<file path="src/rtl/fewcore_pkg.sv">
// fewcore_pkg: opcode/funct3 constants and FSM states shared by the mem_access stage
package fewcore_pkg;
  localparam logic [6:0] OP_LOAD  = 7'b0000011;
  localparam logic [6:0] OP_STORE = 7'b0100011;
  localparam logic [2:0] F3_B  = 3'b000;
  localparam logic [2:0] F3_H  = 3'b001;
  localparam logic [2:0] F3_W  = 3'b010;
  localparam logic [2:0] F3_BU = 3'b100;
  localparam logic [2:0] F3_HU = 3'b101;
  typedef enum logic [1:0] {IDLE, ACCESS, RESP} state_t;
endpackage

</file>
<file path="src/rtl/mem_access_load_align.sv">
// load_align: left-justifies the loaded byte/half/word (ram_rdata, funct3, offset -> word)
module load_align
  import fewcore_pkg::*;
(
  input  logic [31:0] ram_rdata,
  input  logic [2:0]  funct3,
  input  logic [1:0]  offset,
  output logic [31:0] word
);
  logic [7:0] b;
  assign b = 8'(ram_rdata >> {offset, 3'b000});
  assign word = (funct3 == F3_B || funct3 == F3_BU) ? {b, 24'b0} :
                (funct3 == F3_H || funct3 == F3_HU) ? {offset[1] ? ram_rdata[31:16] : ram_rdata[15:0], 16'b0} :
                ram_rdata;
endmodule

</file>
<file path="src/rtl/mem_access.sv">
// mem_access: load/store stage (clk, reset, operation/req_valid/req_ready/address/content_rs2 in, memData/rsp_valid/stall out, ram_* word RAM port, misalign only with MEM_MISALIGN_TRAP_EN)
module mem_access
  import fewcore_pkg::*;
#(
  parameter int XLEN   = 32,
  parameter int RAM_AW = 10
) (
  input  logic              clk,
  input  logic              reset,
  input  logic [11:0]       operation,
  input  logic              req_valid,
  output logic              req_ready,
  input  logic [XLEN-1:0]   address,
  input  logic [XLEN-1:0]   content_rs2,
  output logic [31:0]       memData,
  output logic              rsp_valid,
  output logic              stall,
  output logic              ram_req,
  output logic              ram_we,
  output logic [3:0]        ram_be,
  output logic [RAM_AW-1:0] ram_addr,
  output logic [31:0]       ram_wdata,
`ifdef MEM_MISALIGN_TRAP_EN
  output logic              misalign,
`endif
  input  logic [31:0]       ram_rdata,
  input  logic              ram_ack
);
  state_t state;
  logic [2:0] f3, f3_q;
  logic [1:0] off_q;
  logic is_ld, is_st, legal, mis;
  logic [3:0] st_be;
  logic [31:0] st_wdata, ld_word;
  logic unused_bits;
  assign unused_bits = ^{operation[11:10], address[XLEN-1:RAM_AW+2]};
  assign f3 = operation[9:7];
  assign is_ld = operation[6:0] == OP_LOAD;
  assign is_st = operation[6:0] == OP_STORE;
  assign legal = is_ld ? (f3 inside {F3_B, F3_H, F3_W, F3_BU, F3_HU}) : (f3 inside {F3_B, F3_H, F3_W});
`ifdef MEM_MISALIGN_TRAP_EN
  assign mis = legal && ((f3 == F3_H || f3 == F3_HU) ? address[0] : (f3 == F3_W) ? |address[1:0] : 1'b0);
`else
  assign mis = 1'b0;
`endif
  assign st_be = (f3 == F3_B) ? 4'b0001 << address[1:0] : (f3 == F3_H) ? (address[1] ? 4'b1100 : 4'b0011) : 4'b1111;
  assign st_wdata = (f3 == F3_B) ? {4{content_rs2[7:0]}} : (f3 == F3_H) ? {2{content_rs2[15:0]}} : content_rs2[31:0];
  assign req_ready = state == IDLE;
  assign stall = state != IDLE;
  load_align u_align (
    .ram_rdata(ram_rdata),
    .funct3   (f3_q),
    .offset   (off_q),
    .word     (ld_word)
  );
  always_ff @(posedge clk) begin
    if (reset) begin
      state <= IDLE;
      memData <= '0;
      rsp_valid <= 1'b0;
      ram_req <= 1'b0;
      ram_we <= 1'b0;
      ram_be <= '0;
      ram_addr <= '0;
      ram_wdata <= '0;
      f3_q <= '0;
      off_q <= '0;
`ifdef MEM_MISALIGN_TRAP_EN
      misalign <= 1'b0;
`endif
    end else begin
      case (state)
        IDLE: if (req_valid && (is_ld || is_st)) begin
          if (!legal || mis) begin
            state <= RESP;
            rsp_valid <= 1'b1;
            memData <= '0;
`ifdef MEM_MISALIGN_TRAP_EN
            misalign <= mis;
`endif
          end else begin
            state <= ACCESS;
            ram_req <= 1'b1;
            ram_we <= is_st;
            ram_be <= is_st ? st_be : 4'b1111;
            ram_addr <= address[RAM_AW+1:2];
            ram_wdata <= st_wdata;
            f3_q <= f3;
            off_q <= address[1:0];
          end
        end
        ACCESS: if (ram_ack) begin
          state <= RESP;
          ram_req <= 1'b0;
          rsp_valid <= 1'b1;
          if (!ram_we) memData <= ld_word;
        end
        RESP: begin
          state <= IDLE;
          rsp_valid <= 1'b0;
`ifdef MEM_MISALIGN_TRAP_EN
          misalign <= 1'b0;
`endif
        end
        default: state <= IDLE;
      endcase
    end
  end
endmodule

</file>
<file path="config.mk">
export PLATFORM = sky130hd
export DESIGN_NAME = mem_access
export DESIGN_NICKNAME = d
export VERILOG_FILES = /design/src/rtl/fewcore_pkg.sv /design/src/rtl/mem_access_load_align.sv /design/src/rtl/mem_access.sv
export SDC_FILE = /design/constraint.sdc
export NUM_CORES = 1
export LEC_CHECK = 0
export ABC_CLOCK_PERIOD_IN_PS = 1800
export CORE_MARGIN = 2
export CORE_UTILIZATION = 42
export DETAILED_ROUTE_END_ITERATION = 7
export GPL_TIMING_DRIVEN = 0
export PLACE_DENSITY = 0.82
export SLEW_MARGIN = 20
export SYNTH_ARGS = -nofsm -noshare
export SYNTH_HDL_FRONTEND = slang
export SYNTH_SLANG_ARGS = --single-unit
</file>
<file path="constraint.sdc">
create_clock -name clk -period 1.8 [get_ports clk]
set_input_delay 0.36 -clock clk [delete_from_list [all_inputs] [get_ports clk]]
set_output_delay 0.36 -clock clk [all_outputs]
set_load 0.02 [all_outputs]
</file>
==> impl_metrics.env <==
export IMPL_place_inst=801
export IMPL_netlist_area_leader_share_pct=39.5
export IMPL_worst_slew_pin_slew_ns=0.573
export IMPL_die_h_um=107
export IMPL_avgSynthCellArea_um2=8.92
export IMPL_cp_required_ns=1.44
export IMPL_setup_violations=0
export IMPL_ant_nets=0
export IMPL_avgRoutedWirePerCell_um=17.3
export IMPL_slowest_delay_ns=0.64
export IMPL_fillers=880
export IMPL_final_hold_violation_count=0
export IMPL_num_antenna_cells=0
export IMPL_worstSetupEndpointType="output pin"
export IMPL_dr_wl_met2_mm=6.98
export IMPL_drt_iter0_drc=183
export IMPL_synthXorXnorAreaFrac_pct=0
export IMPL_period_share_pct=97.3
export IMPL_dieArea_mm2=0.0113
export IMPL_yosys_area_share_simple_pct=22.4
export IMPL_core_mm2=0.0103
export IMPL_powerDensity_mw_per_mm2=576
export IMPL_yosys_area_share_adder_pct=0
export IMPL_r2r_end="memData[31]$_SDFFE_PP0P_"
export IMPL_place_congestion=0.918
export IMPL_antenna_found_initial=0
export IMPL_critPathArrivalTime_ns=1.39
export IMPL_grt_max_degree=14
export IMPL_hold_start="ram_addr[8]$_SDFFE_PP0P_"
export IMPL_track_usage_pct=24.6
export IMPL_final_core_util_pct=65.3
export IMPL_path_clk_slew_ns=0.09
export IMPL_wl_met3_mm=1.36
export IMPL_ys_seq_elements=87
export IMPL_grt_pass1_vias=4381
export IMPL_route_top_layer_used="met4"
export IMPL_worst_setup_path_start_kind="flip-flop"
export IMPL_clk_latency_ns=0.37
export IMPL_rows=37
export IMPL_hold_buffers=0
export IMPL_drc=0
export IMPL_fin_skew_ns=0.00997
export IMPL_syn2layout_area_growth_pct=52.0
export IMPL_crit_family="buffers and inverters"
export IMPL_min_to="ram_addr[8]$_SDFFE_PP0P_"
export IMPL_port_buffers=170
export IMPL_dp_hpwl_mm=10.8
export IMPL_cts_buffers=9
export IMPL_synthTopCellsByArea="dfxtp_1, mux2i_1, nand2_1"
export IMPL_drv_cap=0
export IMPL_ff2ff_path_depth=5
export IMPL_period_needed_ns=1.75
export IMPL_reg2reg_setup_slack_ns=0.13
export IMPL_htree_levels=3
export IMPL_synth_compound_area_share_pct=15.3
export IMPL_clock_sinks=87
export IMPL_initial_core_util_pct=42.9
export IMPL_cts_root_buf="clkbuf_8"
export IMPL_whs_ns=0.454
export IMPL_crit_reg2reg_launch="off_q[1]$_SDFFE_PP0P_"
export IMPL_firstDrtPassIters=4
export IMPL_status="complete, no violations"
export IMPL_synth_fp_nets=607
export IMPL_synth_top_family_by_area="simple AND/OR/NAND/NOR gates"
export IMPL_nNetsFinal=797
export IMPL_cp_slowest_cell="clkdlybuf4s50_1"
export IMPL_setup_slack_ns=0.0485
export IMPL_layout_drive_gt1_share_pct=13.5
export IMPL_slew_viol_final=0
export IMPL_max_clock_path_buffers=2
export IMPL_max_freq_mhz=571
export IMPL_startpoint="ram_we$_SDFFE_PP0P_"
export IMPL_leakagePower_nw=2.45
export IMPL_synth_yosys_seq_area_share_pct=39.5
export IMPL_routed_wl_mm=14.3
export IMPL_dr_total_vias=4475
export IMPL_synth_cell_type_count=45
export IMPL_m1WireLength_mm=5.49
export IMPL_grt_overflow_total=0
export IMPL_hold_path_depth=2
export IMPL_yosysWarningCount=0
export IMPL_cts_tree="done"
export IMPL_critPathBufInv=1
export IMPL_fin_cells=826
export IMPL_ir_worst_vdd_mv=0.361
export IMPL_worst_hold_path_type="reg -> reg"
export IMPL_grt_first_pass_wirelength_mm=21.7
export IMPL_synthMuxAreaShare_pct=17.0
export IMPL_worstSetupPathType="reg -> out"
export IMPL_cp_max_fo=3
export IMPL_synth_top_cell_by_area="dfxtp_1"
export IMPL_dp_slack_ns=-0.498
export IMPL_io_pins=195
export IMPL_die_w_um=107
export IMPL_synth_area_mm2=0.00441
export IMPL_routed_via_density=5.42
export IMPL_max_slew_margin_pct=61.8
export IMPL_synth_cells=495
export IMPL_crit_chain="clkdlybuf4s50_1"
## flip-flops by register name (all words and copies together) (netlist names), 2 cells and up
signal,flops
state,2
ram_be,4
off_q,2
ram_addr,10
f3_q,2
ram_wdata,32
memData,32
## Yosys cell counts, drive strengths merged
cell and number:
nor3 10, o21ai 16, nand2b 43, a31oi 1
or3 1, clkbuf 16, o31ai 1, o211ai 8
mux4 8, o2111ai 10, mux2 8, a211oi 14
nand4 1, buf 27, and2 2, nand2 97
nor2 26, and4 1, nand3 2, nor2b 9
or2 2, nor4 1, a221oi 2, nand3b 1
inv 3, dfxtp 87, a311oi 8, o221ai 1
o2111a 2, a21oi 34, mux2i 48, nor3b 3
o22ai 1, and4bb 1
## layout make-up
type | instances | area (um^2) | share of cell area, %
Tap cell | 136 | 170 | 2.54
Sequential cell | 87 | 1740 | 26.0
Timing Repair Buffer | 180 | 1840 | 27.5
Buffer | 42 | 270 | 4.03
Clock buffer | 13 | 169 | 2.52
Multi-Input combinational cell | 362 | 2460 | 36.7
Inverter | 3 | 11.3 | 0.168
Clock inverter | 3 | 40.0 | 0.597
## cells by family (layout without fill, tap and decap cells)
kind of cell | Yosys count | after routing
compound gates | 98 | 98
flops | 87 | 87
buf+inv | 46 | 241
simple gates | 200 | 200
mux | 64 | 64
## worst max path at each step
stage,to,slack (ns),cells after the start
global placement,ram_wdata[29]$_SDFFE_PP0P_,-0.46,7
detailed placement,ram_wdata[20]$_SDFFE_PP0P_,-0.50,6
CTS,ram_addr[9]$_SDFFE_PP0P_,0.009,6
floorplan,memData[0]$_SDFFE_PP0P_,0.21,6
global route,ram_wdata[27]$_SDFFE_PP0P_,-0.006,9
finish,ram_we,0.05,1
## cell usage in the layout (no fill, tap or decap), drive strengths merged, types with 3 or more instances in the layout
cell | Yosys | routed
o211ai | 8 | 8
clkdlybuf4s50 | 0 | 166
dfxtp | 87 | 87
nor2b | 9 | 9
nand2 | 97 | 97
mux2 | 8 | 8
a311oi | 8 | 8
nor2 | 26 | 26
nor3 | 10 | 10
mux4 | 8 | 8
o21ai | 16 | 16
nor3b | 3 | 3
buf | 27 | 33
mux2i | 48 | 48
a211oi | 14 | 14
o2111ai | 10 | 10
inv | 3 | 3
a21oi | 34 | 34
nand2b | 43 | 43
clkbuf | 16 | 33
## routing by layer
metal	GRT usage, %	vias to the layer above
met1	28.0	2105
met3	7.42	36
met5	0	-
met2	41.9	221
met4	12.0	0
li1	-	2113
## stage by stage
step                      area, um^2  setup TNS, ns  total power, mW
final                           6710              0             3.86
after global routing            6710        -0.0122             4.00
after CTS                       6580              0             3.87
after detailed placement        6280         -32.79             2.42
after global placement          6280         -28.29             2.41
after floorplan                 4410              0             2.13
## power breakdown
part	internal, mW	switching (mW)
Clock	0.752	0.709
Combinational	0.265	0.206
Sequential	1.93	0.00210
Total	2.94	0.917
## repair_timing
action                                  4_1_cts  5_1_grt
gates cloned                                  1        1
setup buffers                                 4        4
resized for setup                            13       26
endpoints found under the setup margin       46       72
pin swaps                                     2        3
Power figures use the tool's default switching activity.
